===== config.mk =====
export PLATFORM = sky130hd
export DESIGN_NAME = ps2_key_receiver
export DESIGN_NICKNAME = d
export VERILOG_FILES = /design/src/rtl/ps2_pkg.sv /design/src/rtl/ps2_line_filter.sv /design/src/rtl/ps2_key_receiver.sv
export SDC_FILE = /design/constraint.sdc
export NUM_CORES = 1
export LEC_CHECK = 0
export BUFFER_PORTS_ARGS = -buffer_cell sky130_fd_sc_hd__buf_2
export CAP_MARGIN = 20
export CELL_PAD_IN_SITES_DETAIL_PLACEMENT = 2
export CELL_PAD_IN_SITES_GLOBAL_PLACEMENT = 2
export CORE_AREA = 2 2 87 89
export DETAILED_ROUTE_END_ITERATION = 16
export DIE_AREA = 0 0 89 91
export PLACE_DENSITY = 0.83
export RECOVER_POWER = 25
export SLEW_MARGIN = 20
export SYNTH_ARGS = -nofsm -noshare
export SYNTH_HDL_FRONTEND = slang
export SYNTH_HIERARCHICAL = 1
export SYNTH_SLANG_ARGS = --single-unit

===== constraint.sdc =====
create_clock -name clock -period 2.47 [get_ports clock]
set_input_delay 0.6175 -clock clock [delete_from_list [all_inputs] [get_ports clock]]
set_output_delay 0.6175 -clock clock [all_outputs]
set_load 0.05 [all_outputs]

===== src/rtl/ps2_pkg.sv =====
// rtl/ps2_pkg.sv - shared state encoding, prefix codes and frame check for the PS/2 receiver
package ps2_pkg;

  typedef enum logic [1:0] {
    IDLE   = 2'd0,
    DATA   = 2'd1,
    PARITY = 2'd2,
    STOP   = 2'd3
  } ps2_state_t;

  localparam logic [7:0] BREAK_CODE = 8'hF0;
  localparam logic [7:0] EXT_CODE   = 8'hE0;

  // A frame is good when the stop bit is high and data plus parity hold an odd number of ones.
  function automatic logic frame_ok(input logic [7:0] data, input logic parity, input logic stop);
    return stop & (^{parity, data});
  endfunction

endpackage


===== src/rtl/ps2_line_filter.sv =====
// rtl/ps2_line_filter.sv - 2-flop synchronizer, run-length glitch filter and falling-edge strobe
module ps2_line_filter #(
  parameter int FILTER_LEN = 8
) (
  input  logic i_clk,
  input  logic i_reset,
  input  logic i_line,
  output logic o_level,
  output logic o_fall
);

  localparam int CW = $clog2(FILTER_LEN + 1);
  localparam logic [CW-1:0] CNT_LAST = CW'(FILTER_LEN - 1);

  logic          r_meta;
  logic          r_sync;
  logic          r_level;
  logic          r_fall;
  logic [CW-1:0] r_cnt;

  // The counter tracks how many consecutive samples disagree with the accepted level.
  always_ff @(posedge i_clk) begin
    if (i_reset) begin
      r_meta  <= 1'b1;
      r_sync  <= 1'b1;
      r_level <= 1'b1;
      r_fall  <= 1'b0;
      r_cnt   <= '0;
    end else begin
      r_meta <= i_line;
      r_sync <= r_meta;
      r_fall <= 1'b0;
      if (r_sync == r_level) begin
        r_cnt <= '0;
      end else if (r_cnt == CNT_LAST) begin
        r_level <= r_sync;
        r_fall  <= r_level;
        r_cnt   <= '0;
      end else begin
        r_cnt <= r_cnt + CW'(1);
      end
    end
  end

  assign o_level = r_level;
  assign o_fall  = r_fall;

endmodule


===== src/rtl/ps2_key_receiver.sv =====
// rtl/ps2_key_receiver.sv - PS/2 keyboard frame receiver with make/break/extended decoding
module ps2_key_receiver
  import ps2_pkg::*;
#(
  parameter int FILTER_LEN     = 8,
  parameter int TIMEOUT_CYCLES = 50000
) (
  input  logic       clock,
  input  logic       reset,
  input  logic       ps2_clock_in,
  input  logic       ps2_data_in,
  output logic       ps2_key_pressed,
  output logic [7:0] ps2_out,
  output logic       ps2_ext,
  output logic       frame_error
);

  localparam int TW = $clog2(TIMEOUT_CYCLES + 1);
  localparam logic [TW-1:0] TO_LAST = TW'(TIMEOUT_CYCLES - 1);

  logic w_clk_fall;
  logic w_clk_level_unused;
  logic w_data;
  logic w_data_fall_unused;

  ps2_line_filter #(.FILTER_LEN(FILTER_LEN)) u_clk_filter (
    .i_clk   (clock),
    .i_reset (reset),
    .i_line  (ps2_clock_in),
    .o_level (w_clk_level_unused),
    .o_fall  (w_clk_fall)
  );

  ps2_line_filter #(.FILTER_LEN(FILTER_LEN)) u_data_filter (
    .i_clk   (clock),
    .i_reset (reset),
    .i_line  (ps2_data_in),
    .o_level (w_data),
    .o_fall  (w_data_fall_unused)
  );

  ps2_state_t    r_state;
  logic [2:0]    r_bit_cnt;
  logic [7:0]    r_shift;
  logic          r_parity;
  logic [TW-1:0] r_timeout;

  ps2_state_t    w_state_nxt;
  logic [2:0]    w_bit_cnt_nxt;
  logic [7:0]    w_shift_nxt;
  logic          w_parity_nxt;
  logic [TW-1:0] w_timeout_nxt;
  logic          w_byte_done;
  logic          w_frame_err;

  logic [7:0]    r_out;
  logic          r_ext;
  logic          r_key_pressed;
  logic          r_frame_error;
  logic          r_break_pending;
  logic          r_ext_pending;

  always_ff @(posedge clock) begin
    if (reset) begin
      r_state   <= IDLE;
      r_bit_cnt <= '0;
      r_shift   <= '0;
      r_parity  <= 1'b0;
      r_timeout <= '0;
    end else begin
      r_state   <= w_state_nxt;
      r_bit_cnt <= w_bit_cnt_nxt;
      r_shift   <= w_shift_nxt;
      r_parity  <= w_parity_nxt;
      r_timeout <= w_timeout_nxt;
    end
  end

  // A strobe always wins over the timeout, so an arriving bit restarts the idle count.
  always_comb begin
    w_state_nxt   = r_state;
    w_bit_cnt_nxt = r_bit_cnt;
    w_shift_nxt   = r_shift;
    w_parity_nxt  = r_parity;
    w_timeout_nxt = '0;
    w_byte_done   = 1'b0;
    w_frame_err   = 1'b0;
    if (w_clk_fall) begin
      case (r_state)
        IDLE: begin
          if (!w_data) begin
            w_state_nxt   = DATA;
            w_bit_cnt_nxt = '0;
            w_shift_nxt   = '0;
          end else begin
            w_frame_err = 1'b1;
          end
        end
        DATA: begin
          w_shift_nxt = {w_data, r_shift[7:1]};
          if (r_bit_cnt == 3'd7) begin
            w_state_nxt = PARITY;
          end else begin
            w_bit_cnt_nxt = r_bit_cnt + 3'd1;
          end
        end
        PARITY: begin
          w_parity_nxt = w_data;
          w_state_nxt  = STOP;
        end
        STOP: begin
          w_state_nxt = IDLE;
          if (frame_ok(r_shift, r_parity, w_data)) begin
            w_byte_done = 1'b1;
          end else begin
            w_frame_err = 1'b1;
          end
        end
        default: w_state_nxt = IDLE;
      endcase
    end else if (r_state != IDLE) begin
      if (r_timeout == TO_LAST) begin
        w_state_nxt = IDLE;
        w_frame_err = 1'b1;
      end else begin
        w_timeout_nxt = r_timeout + TW'(1);
      end
    end
  end

  always_ff @(posedge clock) begin
    if (reset) begin
      r_out           <= 8'h00;
      r_ext           <= 1'b0;
      r_key_pressed   <= 1'b0;
      r_frame_error   <= 1'b0;
      r_break_pending <= 1'b0;
      r_ext_pending   <= 1'b0;
    end else begin
      r_key_pressed <= 1'b0;
      r_frame_error <= w_frame_err;
      if (w_frame_err) begin
        r_break_pending <= 1'b0;
        r_ext_pending   <= 1'b0;
      end else if (w_byte_done) begin
        if (r_shift == BREAK_CODE) begin
          r_break_pending <= 1'b1;
        end else if (r_shift == EXT_CODE) begin
          r_ext_pending <= 1'b1;
        end else if (r_break_pending) begin
          r_break_pending <= 1'b0;
          r_ext_pending   <= 1'b0;
        end else begin
          r_out         <= r_shift;
          r_ext         <= r_ext_pending;
          r_key_pressed <= 1'b1;
          r_ext_pending <= 1'b0;
        end
      end
    end
  end

  assign ps2_out         = r_out;
  assign ps2_ext         = r_ext;
  assign ps2_key_pressed = r_key_pressed;
  assign frame_error     = r_frame_error;

endmodule


==> results.py, run 1 <==
metrics = {
    "run_status": {
        "status": "completed",
    },
    "sta": {
        "fmax_mhz": 408,
        "finalSetupViolations": 0,
        "holdWs_ns": 0.410,
        "worst_pin_slew_ns": 0.812,
        "relSlewSlack_pct": 45.9,
        "period_share_pct": 99.1,
        "finClkSkew_ns": 0.00879,
        "slew_viol_final": 0,
        "fin_crit_ns": 2.45,
        "tns_ns": 0,
        "finalHoldViolations": 0,
        "rsz0062_at_grt": "yes",
    },
    "final_layout": {
        "num-fill-cells": 811,
        "regArea_mm2": 0.00116,
        "antenna_cells": 0,
        "design_area_mm2": 0.00313,
        "multi_input_area_mm2": 0.00143,
        "final_util_pct": 43.9,
        "nNetsFinal": 316,
        "drive_gt1_share_pct": 19.5,
        "syn2layout_area_growth_pct": 17.5,
    },
    "global_route": {
        "antenna_found_initial": 0,
        "gr-usage-met1_pct": 19.3,
        "grt_max_degree": 46,
        "grt_pass1_wl_um": 10100,
        "overflow": 0,
        "grt_usage_pct": 16.2,
        "met2_usage_pct": 27.1,
        "grt_pass1_vias": 2181,
        "grtUsageMet3_pct": 3.00,
        "grt-busiest-layer": "met2",
    },
    "clock_tree": {
        "cts_tree": "yes",
        "cts_sinks": 58,
        "h-tree-depth": 3,
        "clock_path_buffers": 2,
        "clockRootBuffer": "clkbuf_8",
        "hold_buffers": 0,
        "clk_pin_slew_ns": 0.06,
        "cts_made_buffers": 9,
        "insertion_delay_ns": 0.34,
    },
    "detailed_routing": {
        "drt_iter0_markers": 43,
        "drt-wirelength-per-cell_um": 15.2,
        "detail_route.vias_per_cell": 5.03,
        "drc": 0,
        "wl_um": 6100,
        "firstDrtPassIters": 4,
        "via_count": 2017,
        "ant_nets": 0,
    },
    "worst_setup_path": {
        "arrival_ns": 2.71,
        "worstPathMaxFanout": 4,
        "critPathLaunchType": "flop",
        "crit_type": "reg -> reg",
        "worstPathRequired_ns": 2.74,
        "cp-end-kind": "flop",
    },
    "floorplanning": {
        "initial_utilization_pct": 37.3,
        "io_pins": 15,
        "fp.dieH_um": 91,
        "core-area_mm2": 0.00714,
        "dieWidth_um": 89,
        "rows": 31,
        "dieArea_mm2": 0.00810,
    },
    "job": {
        "maxCapViolCount": 0,
    },
    "power": {
        "total_leakage_power_nw": 1.24,
        "finalPower_mw": 1.94,
        "p_switching_uw": 402,
        "pwr-share-comb_pct": 1.2,
        "pwr-share-seq_pct": 48.5,
        "power_density_mw_per_mm2": 620,
        "pwr-share-clk_pct": 50.3,
        "switching_share_pct": 20.7,
        "power.internal_mw": 1.54,
        "peakVddDrop_v": 0.000258,
    },
    "hold_path": {
        "min_path_type": "reg -> reg",
    },
    "logic_synthesis": {
        "synth_warnings": 6,
        "synth_area_mm2": 0.00266,
        "synth.avg_cell_area_um2": 9.76,
        "synthCells": 273,
        "syn-num-nets": 292,
    },
    "place": {
        "placed_cell_area_mm2": 0.00286,
        "dp_hpwl_um": 4060,
        "gp_congestion": 0.766,
        "port_buffers": 14,
    },
}
[through the flow]
stage                     cells  setup WS (ns)
after floorplan             273          0.224
after global placement      382          0.121
after detailed placement    382         0.0187
after CTS                   398        0.00815
after global routing        401        -0.0510
final                       401         0.0217
[registers in the layout, indices dropped and copies added, names as in the netlist, 2 cells and up]
name	count
r_state	2
u_clk_filter/r_cnt	4
r_bit_cnt	3
r_shift	8
r_timeout	16
ps2_out	8
u_data_filter/r_cnt	4
[area by class of cell]
cell class | count | area share, %
multi-input cells | 194 | 45.5
flip-flops and latches | 58 | 37.2
repair buffers | 21 | 4.76
clock buffers | 11 | 4.52
well taps | 99 | 3.96
clock inverters | 5 | 2.48
inverters | 13 | 1.56
[final timing paths]
| kind | from | endpoint | slack [ns] | cells past startpoint |
|---|---|---|---|---|
| min | u_clk_filter/r_meta$_SDFF_PP1_ | u_clk_filter/r_sync$_SDFF_PP1_ | 0.41 | 1 |
| min reg2reg | u_clk_filter/r_meta$_SDFF_PP1_ | u_clk_filter/r_sync$_SDFF_PP1_ | 0.41 | 1 |
| max | r_shift[1]$_SDFFE_PP0P_ | ps2_ext$_SDFFE_PP0P_ | 0.02 | 8 |
| max reg2reg | r_shift[1]$_SDFFE_PP0P_ | ps2_ext$_SDFFE_PP0P_ | 0.02 | 8 |
[layer usage]
metal | part of all wire, % | wire [um]
met3 | 2.5 | 154
met5 | 0 | 0
met4 | 2.7 | 165
met1 | 45 | 2720
met2 | 50 | 3050
[repair_timing]
action | CTS | global route
setup endpoints to repair | 1 | 9
buffers inserted | 0 | 2
pin swaps | 1 | 1
gates resized for setup | 1 | 7
cloned | 0 | 1
[layout by cell type (no fill, tap or decap), drive strengths merged, types with 3 or more instances in the layout]
master	n
or3	4
o21ai	6
clkbuf	14
xnor2	5
a211o	3
nand4	5
nor2b	3
nand2	9
a22oi	10
a21oi	8
ha	15
or2	4
nand3	10
nand3b	4
nor4	3
buf	18
xor2	14
mux2i	9
inv	13
nor2	38
and3	3
dfxtp	58
nand2b	10
or2b	9
and4	4
[worst max-delay path, stage by stage, from the launching register on]
cell and delay, ns:
dfxtp_2 0.35, inv_2 0.05, ha_4 0.26, xnor3_1 0.34, or4b_1 0.51, and3_4 0.18
nor4_4 0.29, clkbuf_16 0.23, mux2i_1 0.17
[power groups by stage]
| stage | sequential (mW) | clock [mW] | combinational [mW] |
|---|---|---|---|
| finish | 0.941 | 0.977 | 0.0238 |
| global route | 0.941 | 1.04 | 0.0273 |
| CTS | 0.941 | 1.00 | 0.0255 |
| detailed placement | 0.962 | 0 | 0.0251 |
| global placement | 0.962 | 0 | 0.0245 |
| floorplan | 0.962 | 0 | 0.0154 |
No activity file was read; power rests on OpenSTA's default activity.
==> inputs of run 2 (changes only) <==
--- a/config.mk
+++ b/config.mk
@@ -9,13 +9,12 @@
 export CAP_MARGIN = 20
 export CELL_PAD_IN_SITES_DETAIL_PLACEMENT = 2
 export CELL_PAD_IN_SITES_GLOBAL_PLACEMENT = 2
-export CORE_AREA = 2 2 87 89
+export CORE_AREA = 2 2 88 90
 export DETAILED_ROUTE_END_ITERATION = 16
-export DIE_AREA = 0 0 89 91
-export PLACE_DENSITY = 0.83
+export DIE_AREA = 0 0 90 92
+export PLACE_DENSITY = 0.82
 export RECOVER_POWER = 25
 export SLEW_MARGIN = 20
 export SYNTH_ARGS = -nofsm -noshare
 export SYNTH_HDL_FRONTEND = slang
-export SYNTH_HIERARCHICAL = 1
 export SYNTH_SLANG_ARGS = --single-unit
==> run 2 against run 1 <==
- fmax up 4.3%
- sequential power up 0.4%
- clock power up 15%
- sequential share of layout area down 0.085 points
- largest power group unchanged
- count of clock-buffer cells in the layout down 2
- via count up 0.94%
- cell count up 2.2%
- worst setup slack better by 0.10 ns
- critical path depth unchanged
- cell area up 0.12%
- the flow now finishes with violations (max-capacitance violations, max-slew violations)
==> results.py, run 2 <==
metrics = {
    "global_route": {
        "overflow": 0,
        "antenna_found_initial": 0,
        "grt_pass1_vias": 2238,
        "grt_max_degree": 45,
        "grt_usage_pct": 17.4,
        "grt_pass1_wl_um": 11200,
    },
    "power": {
        "power_density_mw_per_mm2": 671,
        "switching_share_pct": 22.1,
        "power.internal_mw": 1.64,
        "pwr-share-seq_pct": 44.9,
        "total_leakage_power_nw": 1.16,
        "p_switching_uw": 465,
        "pwr-share-clk_pct": 53.2,
        "peakVddDrop_v": 0.000283,
        "pwr-share-comb_pct": 1.9,
    },
    "detailed_routing": {
        "drt_iter0_markers": 56,
        "drc": 0,
        "via_count": 2036,
        "ant_nets": 0,
        "firstDrtPassIters": 4,
        "wl_um": 6550,
        "detail_route.vias_per_cell": 4.97,
        "drt-wirelength-per-cell_um": 16.0,
    },
    "place": {
        "port_buffers": 14,
        "dp_hpwl_um": 4520,
        "gp_congestion": 0.735,
        "dp_slack_ns": 0.0630,
        "placed_cell_area_mm2": 0.00287,
    },
    "floorplanning": {
        "initial_utilization_pct": 36.1,
        "core-area_mm2": 0.00745,
        "dieArea_mm2": 0.00828,
        "dieWidth_um": 90,
        "io_pins": 15,
        "fp.dieH_um": 92,
        "rows": 32,
    },
    "logic_synthesis": {
        "yosysUniqueCellTypes": 47,
        "synth_seq_area_share_pct": 43.2,
        "synthCells": 282,
        "yosysTopAreaCell": "dfxtp_1",
        "yosysMostFrequentCell": "dfxtp_1",
        "synth_top_family_by_area": "simple AND/OR/NAND/NOR gates",
        "synth_warnings": 0,
        "synth.area.top_cells": "dfxtp_1, ha_1, nor2_1, nand2b_1, xnor2_1",
        "synth_adder_area_share_pct": 6.99,
        "synth_area_mm2": 0.00269,
        "synth_top_area_share_pct": 43.2,
        "synth.avg_cell_area_um2": 9.52,
        "synth_edf_count": 0,
        "synth_xor_xnor_area_share_pct": 8.29,
        "synth_compound_area_share_pct": 7.60,
        "synth_common_cells": "dfxtp_1, nor2_1, nand2b_1, ha_1",
        "yosys_register_bits": 58,
        "synthArstFlopShare_pct": 0,
        "synth_mux_area_share_pct": 3.73,
        "yosys.area_share.simple_pct": 25.6,
        "syn-num-nets": 301,
        "synth_flop_cell": "dfxtp_1",
    },
    "final_layout": {
        "design_area_mm2": 0.00313,
        "nNetsFinal": 322,
        "regMostFlops": "r_timeout",
        "final_cell_mix": "dfxtp_1, nor2_1, nand2b_1",
        "final_util_pct": 42.1,
        "final_common_cell": "dfxtp_1",
        "antenna_cells": 0,
        "largest_reg_flops": 16,
        "syn2layout_area_growth_pct": 16.7,
        "drive_gt1_share_pct": 17.5,
    },
    "sta": {
        "relSlewSlack_pct": -8.00,
        "setup_ws_ns": 0.122,
        "fmax_mhz": 426,
        "finalHoldViolations": 0,
        "worst_pin_slew_ns": 1.62,
        "finClkSkew_ns": 0.00559,
        "slew_viol_final": 45,
        "finalSetupViolations": 0,
        "fin_crit_ns": 2.35,
        "period_share_pct": 95.1,
    },
    "clock_tree": {
        "clk_pin_slew_ns": 0.08,
        "h-tree-depth": 3,
        "clockRootBuffer": "clkbuf_8",
        "hold_buffers": 0,
        "insertion_delay_ns": 0.35,
        "clock_path_buffers": 2,
        "cts_tree": "yes",
        "cts_sinks": 58,
        "cts_made_buffers": 9,
    },
    "worst_setup_path": {
        "crit_chain": "ha_1, xnor3_2, buf_4, xnor2_2, nand3_2, nor4_4, buf_12, mux2i_1",
        "slowest_stage": "xnor3_2",
        "arrival_ns": 2.63,
        "critPathLaunchType": "flop",
        "worstPathRequired_ns": 2.75,
        "r2r_cells": 8,
        "worstPathMaxFanout": 9,
        "slowest_delay_ns": 0.37,
        "cp-end-kind": "flop",
        "crit_type": "reg -> reg",
    },
    "hold_path": {
        "min_path_type": "reg -> reg",
        "hold_depth": 1,
    },
    "run_status": {
        "status": "complete, but fails checks",
        "violations": "max-capacitance violations, max-slew violations",
    },
    "job": {
        "maxCapViolCount": 1,
    },
}
==> run 2: cell count changes in the layout (fill, tap and decap cells not counted), sizes merged, moves of 4 or more <==
cell / change
nand2b: +9
or2b: -9
xnor2: +8
nor2: +7
xor2: -5
nand3b: -4
==> run 2: worst max-delay path, delay by kind of cell, from the launching register on <==
family | cells | cell delay [ns]
XOR/XNOR | 2 | 0.55
adder cells (fa/ha/maj) | 1 | 0.33
buffers and inverters | 2 | 0.34
flip-flops | 1 | 0.35
multiplexers | 1 | 0.18
AND/OR/NAND/NOR | 2 | 0.51
==> run 2: worst paths after layout <==
kind | start | to | slack [ns]
worst max-delay path | r_shift[6]$_SDFFE_PP0P_ | ps2_out[7]$_SDFFE_PP0P_ | 0.12
worst min-delay path | u_clk_filter.r_meta$_SDFF_PP1_ | u_clk_filter.r_sync$_SDFF_PP1_ | 0.42
worst max register to register | r_shift[6]$_SDFFE_PP0P_ | ps2_out[7]$_SDFFE_PP0P_ | 0.12
worst min register to register | u_clk_filter.r_meta$_SDFF_PP1_ | u_clk_filter.r_sync$_SDFF_PP1_ | 0.42
==> run 2: power groups by stage <==
stage          Clock [mW]  Sequential, mW  Combinational, mW
2_1_floorplan           0           0.965             0.0278
3_3_place_gp            0           0.966             0.0341
3_5_place_dp            0           0.966             0.0365
4_1_cts              1.14           0.944             0.0380
5_1_grt              1.18           0.946             0.0451
6_report             1.12           0.945             0.0399
==> run 2: stage by stage <==
step                cells  hold slack [ns]  power [mW]  TNS (ns)
finish                410            0.416        2.10         0
global placement      393            0.397        1.00         0
CTS                   409            0.420        2.12         0
floorplan             282            0.389       0.993         0
global route          410            0.423        2.17   -0.0145
detailed placement    393            0.400        1.00         0
==> run 2: timing repair <==
item                       CTS  global route
pin swaps                    0             0
resized for setup            1             4
buffers inserted             0             1
setup endpoints to repair    4            11
cloned                       0             0
==> run 2: final cells by class <==
| cell class | instances | area, um2 |
|---|---|---|
| clock inverters | 7 | 125 |
| inverters | 13 | 48.8 |
| flip-flops and latches | 58 | 1160 |
| fillers | 830 | 4310 |
| clock buffers | 9 | 124 |
| multi-input cells | 200 | 1420 |
| well taps | 102 | 128 |
| repair buffers | 21 | 130 |
==> run 2: cells by family after synthesis <==
kind of cell,count (synthesis)
muxes,10
and+or+nand+nor,122
xor gates and xnor gates,23
AOI/OAI and AO/OA,30
DFF,58
buffers and inverters,24
adders and majority gates,15
==> run 2: per-layer routing <==
metal	global-route usage [%]	vias up	share of wire (%)
met5	0	-	0
met4	7.31	0	1.4
met3	4.85	10	3.1
met2	32.2	23	53
met1	18.5	1008	43
li1	-	995	-
